[src/rtl/mul_share_arbiter.sv]
// Round-robin arbiter that time-shares one external combinational BW x AW multiplier
// between two requesters, returning each product over a per-requester response channel.
module mul_share_arbiter #(
  parameter int BW = 4,
  parameter int AW = 3,
  parameter int PW = BW + AW
) (
  input  logic          clk,
  input  logic          rst,
  input  logic          r0_valid,
  output logic          r0_ready,
  input  logic [BW-1:0] r0_b,
  input  logic [AW-1:0] r0_a,
  input  logic          r1_valid,
  output logic          r1_ready,
  input  logic [BW-1:0] r1_b,
  input  logic [AW-1:0] r1_a,
  output logic [BW-1:0] mul_b,
  output logic [AW-1:0] mul_a,
  input  logic [PW-1:0] mul_out,
  output logic [1:0]    resp_valid,
  output logic [PW-1:0] resp_data,
  input  logic [1:0]    resp_ready,
  output logic          busy,
  output logic          owner,
  output logic [1:0]    fsm_state
);

  // Handshake: a transfer happens on a rising edge where valid and ready are both high.
  // Requests: rX_ready is combinational and only ever high in IDLE for the selected
  // requester. Responses: resp_valid[owner] stays high with resp_data frozen until
  // resp_ready[owner] is seen; the non-owner's resp_ready bit has no effect.
  typedef enum logic [1:0] {
    IDLE = 2'd0,
    CALC = 2'd1,
    RESP = 2'd2
  } state_t;

  state_t state;
  logic   rr_ptr;
  logic   sel;
  logic   accept;

  // With only one requester valid it wins outright; rr_ptr only breaks ties.
  always_comb begin
    sel = r1_valid;
    if (r0_valid && r1_valid) sel = rr_ptr;
  end

  assign r0_ready  = (state == IDLE) && !rst && r0_valid && !sel;
  assign r1_ready  = (state == IDLE) && !rst && r1_valid && sel;
  assign accept    = r0_ready || r1_ready;
  assign fsm_state = state;

  always_ff @(posedge clk) begin
    if (rst) begin
      state      <= IDLE;
      rr_ptr     <= 1'b0;
      mul_b      <= '0;
      mul_a      <= '0;
      resp_valid <= 2'b00;
      resp_data  <= '0;
      busy       <= 1'b0;
      owner      <= 1'b0;
    end else begin
      case (state)
        IDLE: begin
          if (accept) begin
            mul_b <= sel ? r1_b : r0_b;
            mul_a <= sel ? r1_a : r0_a;
            owner <= sel;
            busy  <= 1'b1;
            state <= CALC;
          end
        end
        CALC: begin
          // Operands have been stable on the multiplier for a full cycle.
          resp_data  <= mul_out;
          resp_valid <= owner ? 2'b10 : 2'b01;
          state      <= RESP;
        end
        RESP: begin
          if (resp_ready[owner]) begin
            resp_valid <= 2'b00;
            busy       <= 1'b0;
            rr_ptr     <= ~owner;
            state      <= IDLE;
          end
        end
        default: state <= IDLE;
      endcase
    end
  end

endmodule

[config.mk]
export PLATFORM = sky130hd
export DESIGN_NAME = mul_share_arbiter
export DESIGN_NICKNAME = d
export VERILOG_FILES = /design/src/rtl/mul_share_arbiter.sv
export SDC_FILE = /design/constraint.sdc
export NUM_CORES = 1
export LEC_CHECK = 0
export ABC_AREA = 1
export BUFFER_PORTS_ARGS = -buffer_cell sky130_fd_sc_hd__buf_2
export CORE_ASPECT_RATIO = 1.1
export CORE_MARGIN = 2
export CORE_UTILIZATION = 47
export CTS_CLUSTER_DIAMETER = 60
export DETAILED_ROUTE_END_ITERATION = 10
export GPL_ROUTABILITY_DRIVEN = 0
export PLACE_DENSITY_LB_ADDON = 0.15
export SLEW_MARGIN = 20
export SYNTH_ARGS = -nofsm -noshare
export SYNTH_HDL_FRONTEND = slang
export SYNTH_SLANG_ARGS = --single-unit
[constraint.sdc]
create_clock -name clk -period 1.7 [get_ports clk]
set_clock_uncertainty 0.2 [all_clocks]
set_input_delay 0.34 -clock clk [delete_from_list [all_inputs] [get_ports clk]]
set_output_delay 0.34 -clock clk [all_outputs]
set_load 0.1 [all_outputs]
* Word-level counts from Yosys, hierarchy flattened
Index checks and enable logic that the tools add are counted.
** Word-level totals
- Output and inout port bits :: 22
- Logic and storage cells :: 44
- Input bits :: 27
- Register bits :: 21
** Operators by class
- Reductions and logical operators :: 17
- Bitwise gates (word level) :: 1
- Order comparisons :: 1
- Equality and inequality tests :: 4
- Muxes and demuxes :: 13
** Operators by type and width (count)
- AND reduction 2 bit :: 4
- logical AND 1 bit :: 6
- two-way mux 2 bit :: 3
- one-hot mux 2 bit (3 select lines) :: 1
- two-way mux 1 bit :: 5
- two-way mux 4 bit :: 1
- inequality test 2 bit (second input constant) :: 2
- one-hot mux 2 bit (2 select lines) :: 1
- nonzero test 2 bit :: 2
- two-way mux 3 bit :: 1
- AND reduction 3 bit :: 1
- == test 2 x 1 -> 1 bit (second input constant) :: 1
- == test 2 bit (second input constant) :: 1
- zero test 1 bit :: 2
- zero test 2 bit :: 1
- < comparator 1 x 2 -> 1 bit (second input constant) :: 1
- one-hot mux 1 bit (2 select lines) :: 1
- logical OR 1 bit :: 1
- NOT 1 bit :: 1

* Depth between registers and ports, before layout
Gate-level depths: netlist of the first run.
- Depth in word-level cells :: 7
- Mapped depth :: 7
- Gate-level depth less buffers :: 7

* Least setup slack after synthesis of the first run
No wires, ideal clock.
- Path kind :: reg-to-output
- From :: reg state[0], in the netlist fsm_state[0]
- To :: out r0_ready
- Path buffers :: 0
- Data required time :: 1160 ps
- Data arrival time :: 2509 ps
- Path slack :: -1349 ps
- Cell stages (with the launch flop) :: 4
- Cells stage by stage :: dfxtp_1 > nor2_4 > nand3_1 > a21oi_1
** On the way
- Cells in the longest elaborated chain, start to end :: 4
** RTL lines
- from (decl) :: RTL line 39 : state_t state;
- from (signal assigned) :: RTL line 57 : state <= IDLE;
- from (signal assigned) :: RTL line 73 : state <= CALC;
- from (signal assigned) :: RTL line 80 : state <= RESP;
- zero test 2 bit :: RTL line 50 : assign r0_ready = (state == IDLE) && !rst && r0_valid && !sel;
- logical AND 1 bit (3 in a row) :: RTL line 50
- to (decl) :: RTL line 11 : output logic r0_ready,
No other way between the ends.

* Final worst setup path of the first run
Same ends and word-level chain as after synthesis.

==> impl_metrics.json, run 1 <==
{
  "routedWlPerCell_um": 9.35,
  "power_density_nw_per_um2": 1050,
  "slew_viol_final": 0,
  "rows": 17,
  "antenna_found_initial": 0,
  "clkLatencyLatePin_ps": 290,
  "yosysSeqAreaShare_pct": 42.9,
  "grtUsageTotal_pct": 18.7,
  "avgViaCountPerCell": 4.43,
  "place_hpwl_um": 1600,
  "syn_avg_cell_area_um2": 6.95,
  "cts_sinks": 21,
  "synthTopCellsByArea": "dfxtp_1 43%, nand2_1 15%, nor2_1 11%",
  "grt_pass1_wl_um": 3370,
  "multi_input_area_um2": 483,
  "cts_root_buf": "clkbuf_4",
  "synth_area_um2": 980,
  "drc": 0,
  "regArea_um2": 429,
  "numCtsBuffers": 3,
  "grt_start_max_net_pins": 19,
  "cts_tree": "done",
  "first_iter_violations": 6,
  "synth.net_count": 168,
  "io_buffers": 48,
  "setup_viol": 2,
  "violations": "setup timing",
  "diodes": 0,
  "drive_gt1_share_pct": 39.3,
  "fin_crit_sh_pct": 105,
  "crit_type": "flop to output pin",
  "grt_pass1_vias": 879,
  "fmax_mhz": 561,
  "crit_arrival_ps": 1240,
  "first_pass_iters": 4,
  "dieArea_um2": 2470,
  "start_util_pct": 49.5,
  "min_period_ps": 1780,
  "slew_headroom_pct": 67.5,
  "hold_class": "input port to flop",
  "area_growth_pct": 39.3,
  "ios": 49,
  "die_x_um": 47.5,
  "synth_top_area_share_pct": 42.9,
  "drv_cap": 0,
  "clk_path_buf_depth": 2,
  "place_inst": 218,
  "hold_viol": 0,
  "cp_max_fo": 3,
  "ys_seq_elements": 21,
  "yosys_warnings": 0,
  "vdd_drop_max_uv": 623,
  "status": "finished, violations left",
  "placed_area_um2": 1310,
  "critPathLaunchType": "flop",
  "ctsHoldBuffers": 0,
  "yosysTopAreaCell": "dfxtp_1",
  "core_area_um2": 1980,
  "total_power_mw": 1.43,
  "fp.dieH_um": 51.9,
  "ant_nets": 0,
  "tightest_slew_ps": 490,
  "required_ps": 1160,
  "routed_wirelength_um": 2090,
  "syn_inst": 141,
  "grt_overflow_total": 0,
  "synthDistinctLibCells": 17,
  "rsz0062_at_grt": "true",
  "setup_ws_ps": -82.5,
  "layoutNonFillerInstCount": 224,
  "htreeDepth": 1,
  "fillers": 183,
  "final_cell_area_um2": 1370,
  "p_leak_nw": 0.732,
  "path_clk_slew_ps": 120,
  "worstSetupEndpointType": "output pin",
  "finalNetCount": 224,
  "vias": 993
}
what timing repair did:
item	4_1_cts	5_1_grt
endpoints found under the setup margin	2	4
setup buffers	0	2
resized for setup	1	2
pin swaps	1	1
sequential cells by signal, indices dropped and copies added (netlist names):
register    count
resp_data       7
mul_b           4
mul_a           3
fsm_state       2
resp_valid      2
busy            1
owner           1
rr_ptr          1
layout by cell type (no fill, tap or decap), types with 2 or more instances in the layout:
cell and instances:
buf_4 7, inv_1 14, clkbuf_4 5, nand2_1 38, buf_2 44, buf_12 2
a21oi_1 4, nand2_2 2, dfxtp_4 2, nand3_1 11, nor2_1 27, nor2_2 3
nor2_4 2, dfxtp_1 18, o21ai_0 7, nand2_4 2
routing by layer:
layer | share of wire (%) | global-route usage [%] | vias up
met3 | 4.9 | 3.47 | 2
met1 | 44 | 21.4 | 424
li1 | - | - | 542
met2 | 51 | 34.0 | 25
met4 | 0.57 | 5.41 | 0
met5 | 0 | 0 | -
cells by family after synthesis:
kind of cell,after synthesis,synth area share [%]
AOI/OAI and AO/OA,13,7.02
buffers and inverters,20,10.2
DFF,21,42.9
and+or+nand+nor,87,39.8
metrics by stage:
step	hold slack, ps	utilization [%]	TNS [ps]	setup slack [ps]
floorplan	199	-	-333	-218
global placement	242	66.4	0	110
detailed placement	255	66.4	0	95.4
CTS	2.90	68.0	-147	-95.9
global route	6.41	69.0	-238	-146
finish	11.9	69.0	-118	-82.5
power breakdown:
group	internal, mW	switching (mW)	leakage, nW
logic	0.137	0.497	0.540
registers	0.540	0.0247	0.175
clock network	0.0874	0.148	0.0177
total	0.764	0.669	0.732
cells in the mapped netlist (all sizes together):
cell type / number
o21ai: 8
nand2: 42
dfxtp: 21
nand3: 13
nor2: 32
buf: 4
a21oi: 5
inv: 16
worst max-delay path, cell delays in order, from the launching register on:
cell     delay [ps]
dfxtp_4         370
nor2_4          140
nand3_2         100
a21oi_4         140
buf_12          190
cell type report:
class                           count  area share, %
Clock buffer                        3           1.65
Timing Repair Buffer               55           24.0
Sequential cell                    21           31.4
Tap cell                           28           2.57
Clock inverter                      1          0.367
Multi-Input combinational cell    100           35.4
Inverter                           16           4.58
final timing paths:
path | start | to | slack (ps) | cells past startpoint
worst max-delay path | fsm_state[0] | r0_ready | -80 | 4
worst min register to register | resp_valid[0] | resp_valid[0] | 270 | 2
worst max register to register | fsm_state[0] | resp_valid[1] | 330 | 7
worst min-delay path | rst | fsm_state[1] | 10 | 2
Power figures use the tool's default switching activity.
==> run 2, diff against run 1 <==
Settings changed: CORE_UTILIZATION 47 to 36.
==> run 2 against run 1 <==
  * The run still ends with setup timing left
  * Sequential share of layout area fell by 0.36 points
  * Fmax down 0.52%
  * Combinational power rose by 1%
  * Via count is 3.0% higher
  * Count of clock-buffer cells in the layout unchanged
  * Setup slack worse by 9.4 ps
  * Power is 1.2% higher
  * Non-clock buffer count is the same
  * Critical endpoint unchanged
==> impl_metrics.json, run 2 (same netlist as run 1, synthesis figures left out) <==
{
  "status": "finished, violations left",
  "violations": "setup timing",
  "drc": 0,
  "routedWlPerCell_um": 10.2,
  "power_density_nw_per_um2": 1050,
  "rsz0062_at_grt": "true",
  "multi_input_area_um2": 493,
  "placed_area_um2": 1310,
  "place_inst": 220,
  "final_cell_area_um2": 1390,
  "final_cell_mix": "43 x buf_2, 38 x nand2_1, 27 x nor2_1",
  "p_leak_nw": 0.738,
  "cts_tree": "done",
  "first_pass_iters": 4,
  "p_sw_uw": 684,
  "top_usage_layer": "met2",
  "numCtsBuffers": 3,
  "cp_max_fo": 2,
  "top_register": "resp_data",
  "reg_top3": "resp_data (7), mul_b (4), mul_a (3)",
  "finalNetCount": 224,
  "clkLatencyLatePin_ps": 300,
  "slew_headroom_pct": 66.9,
  "fin_crit_sh_pct": 105,
  "reg2reg_from": "fsm_state[0]",
  "crit_type": "flop to output pin",
  "switching_share_pct": 47.1,
  "hold_viol": 0,
  "seqPwrFrac_pct": 38.9,
  "total_power_mw": 1.45,
  "critPathLaunchType": "flop",
  "diodes": 0,
  "path_clk_slew_ps": 120,
  "final_common_cell": "buf_2",
  "routed_wirelength_um": 2310,
  "layoutNonFillerInstCount": 227,
  "dpl_worst_slack_ps": 76.8,
  "place_hpwl_um": 1800,
  "setup_ws_ps": -91.9,
  "grtUsageTotal_pct": 17.2,
  "io_buffers": 48,
  "vdd_drop_max_uv": 538,
  "tightest_slew_ps": 500,
  "ant_nets": 0,
  "area_growth_pct": 41.4,
  "first_iter_violations": 12,
  "grt_use_met3_pct": 5.08,
  "worstSetupEndpointType": "output pin",
  "fmax_mhz": 558,
  "combPwrFrac_pct": 44.1,
  "setup.worst_path.start": "fsm_state[0]",
  "regArea_um2": 430,
  "drv_cap": 0,
  "dieArea_um2": 3160,
  "core_area_um2": 2540,
  "antenna_found_initial": 0,
  "hp-start": "mul_out[4]",
  "grt_pass1_wl_um": 4060,
  "fillers": 268,
  "min_period_ps": 1790,
  "setup_viol": 2,
  "power.share.clock_pct": 17.0,
  "fp.dieH_um": 58.7,
  "rows": 19,
  "grt_overflow_total": 0,
  "grt_start_max_net_pins": 19,
  "cts_sinks": 21,
  "cts_root_buf": "clkbuf_4",
  "avgViaCountPerCell": 4.51,
  "crit_arrival_ps": 1250,
  "start_util_pct": 38.5,
  "clk_path_buf_depth": 2,
  "largest_reg_flops": 7,
  "use_met2_pct": 28.4,
  "met1_usage_pct": 20.6,
  "hold_ws_ps": 79.1,
  "drive_gt1_share_pct": 39.3,
  "slew_viol_final": 0,
  "internal_power_uw": 767,
  "hold_class": "input port to flop",
  "ios": 49,
  "die_x_um": 53.7,
  "htreeDepth": 1,
  "grt_pass1_vias": 960,
  "required_ps": 1160,
  "vias": 1023
}
## run 2: cell types whose count changed in the layout (fill, tap and decap cells not counted), sizes merged
cell	delta
buf	-1
dlygate4sd3	+1
## run 2: timing repair
item,in CTS,in global routing
setup buffers,2,0
hold buffers,1,0
gates resized for setup,5,2
hold endpoints to repair,2,0
setup endpoints to repair,2,4
pin swaps,1,0
## run 2: per-stage QoR
step / TNS, ps / utilization [%]
after floorplan: -333 / -
after global placement: 0 / 51.5
after detailed placement: 0 / 51.5
after CTS: -190 / 54.3
after global routing: -279 / 54.5
final: -155 / 54.5
## run 2: area by class of cell
cell class | count | area share, %
timing repair buffer | 55 | 24.0
inverter | 16 | 4.52
clock buffer | 3 | 1.63
multi-input combinational | 100 | 35.6
clock inverter | 1 | 0.361
sequential | 21 | 31.1
tap | 31 | 2.80
## run 2: critical path, stage by stage, from the launching register on
cell and delay [ps]:
dfxtp_4 370, nor2_4 140, nand3_2 100, a21oi_4 150, buf_12 190
## run 2: per-layer routing
metal	share of wire [%]	up-vias
met5	0	-
met2	45	40
met4	1.7	0
met1	44	436
met3	9.2	5
li1	-	542
## run 2: final timing paths
| path | depth (start not counted) | endpoint | slack, ps |
|---|---|---|---|
| max | 4 | r0_ready | -90 |
| min | 3 | resp_data[4] | 80 |
| max reg2reg | 6 | resp_valid[1] | 290 |
| min reg2reg | 2 | resp_valid[0] | 270 |
## run 2: power by group through the flow
stage / registers, mW / clock network [mW] / logic [mW]
2_1_floorplan: 0.913 / 0 / 0.176
4_1_cts: 0.565 / 0.259 / 0.643
3_5_place_dp: 0.579 / 0 / 0.625
6_report: 0.565 / 0.246 / 0.640
3_3_place_gp: 0.577 / 0 / 0.618
5_1_grt: 0.572 / 0.277 / 0.681
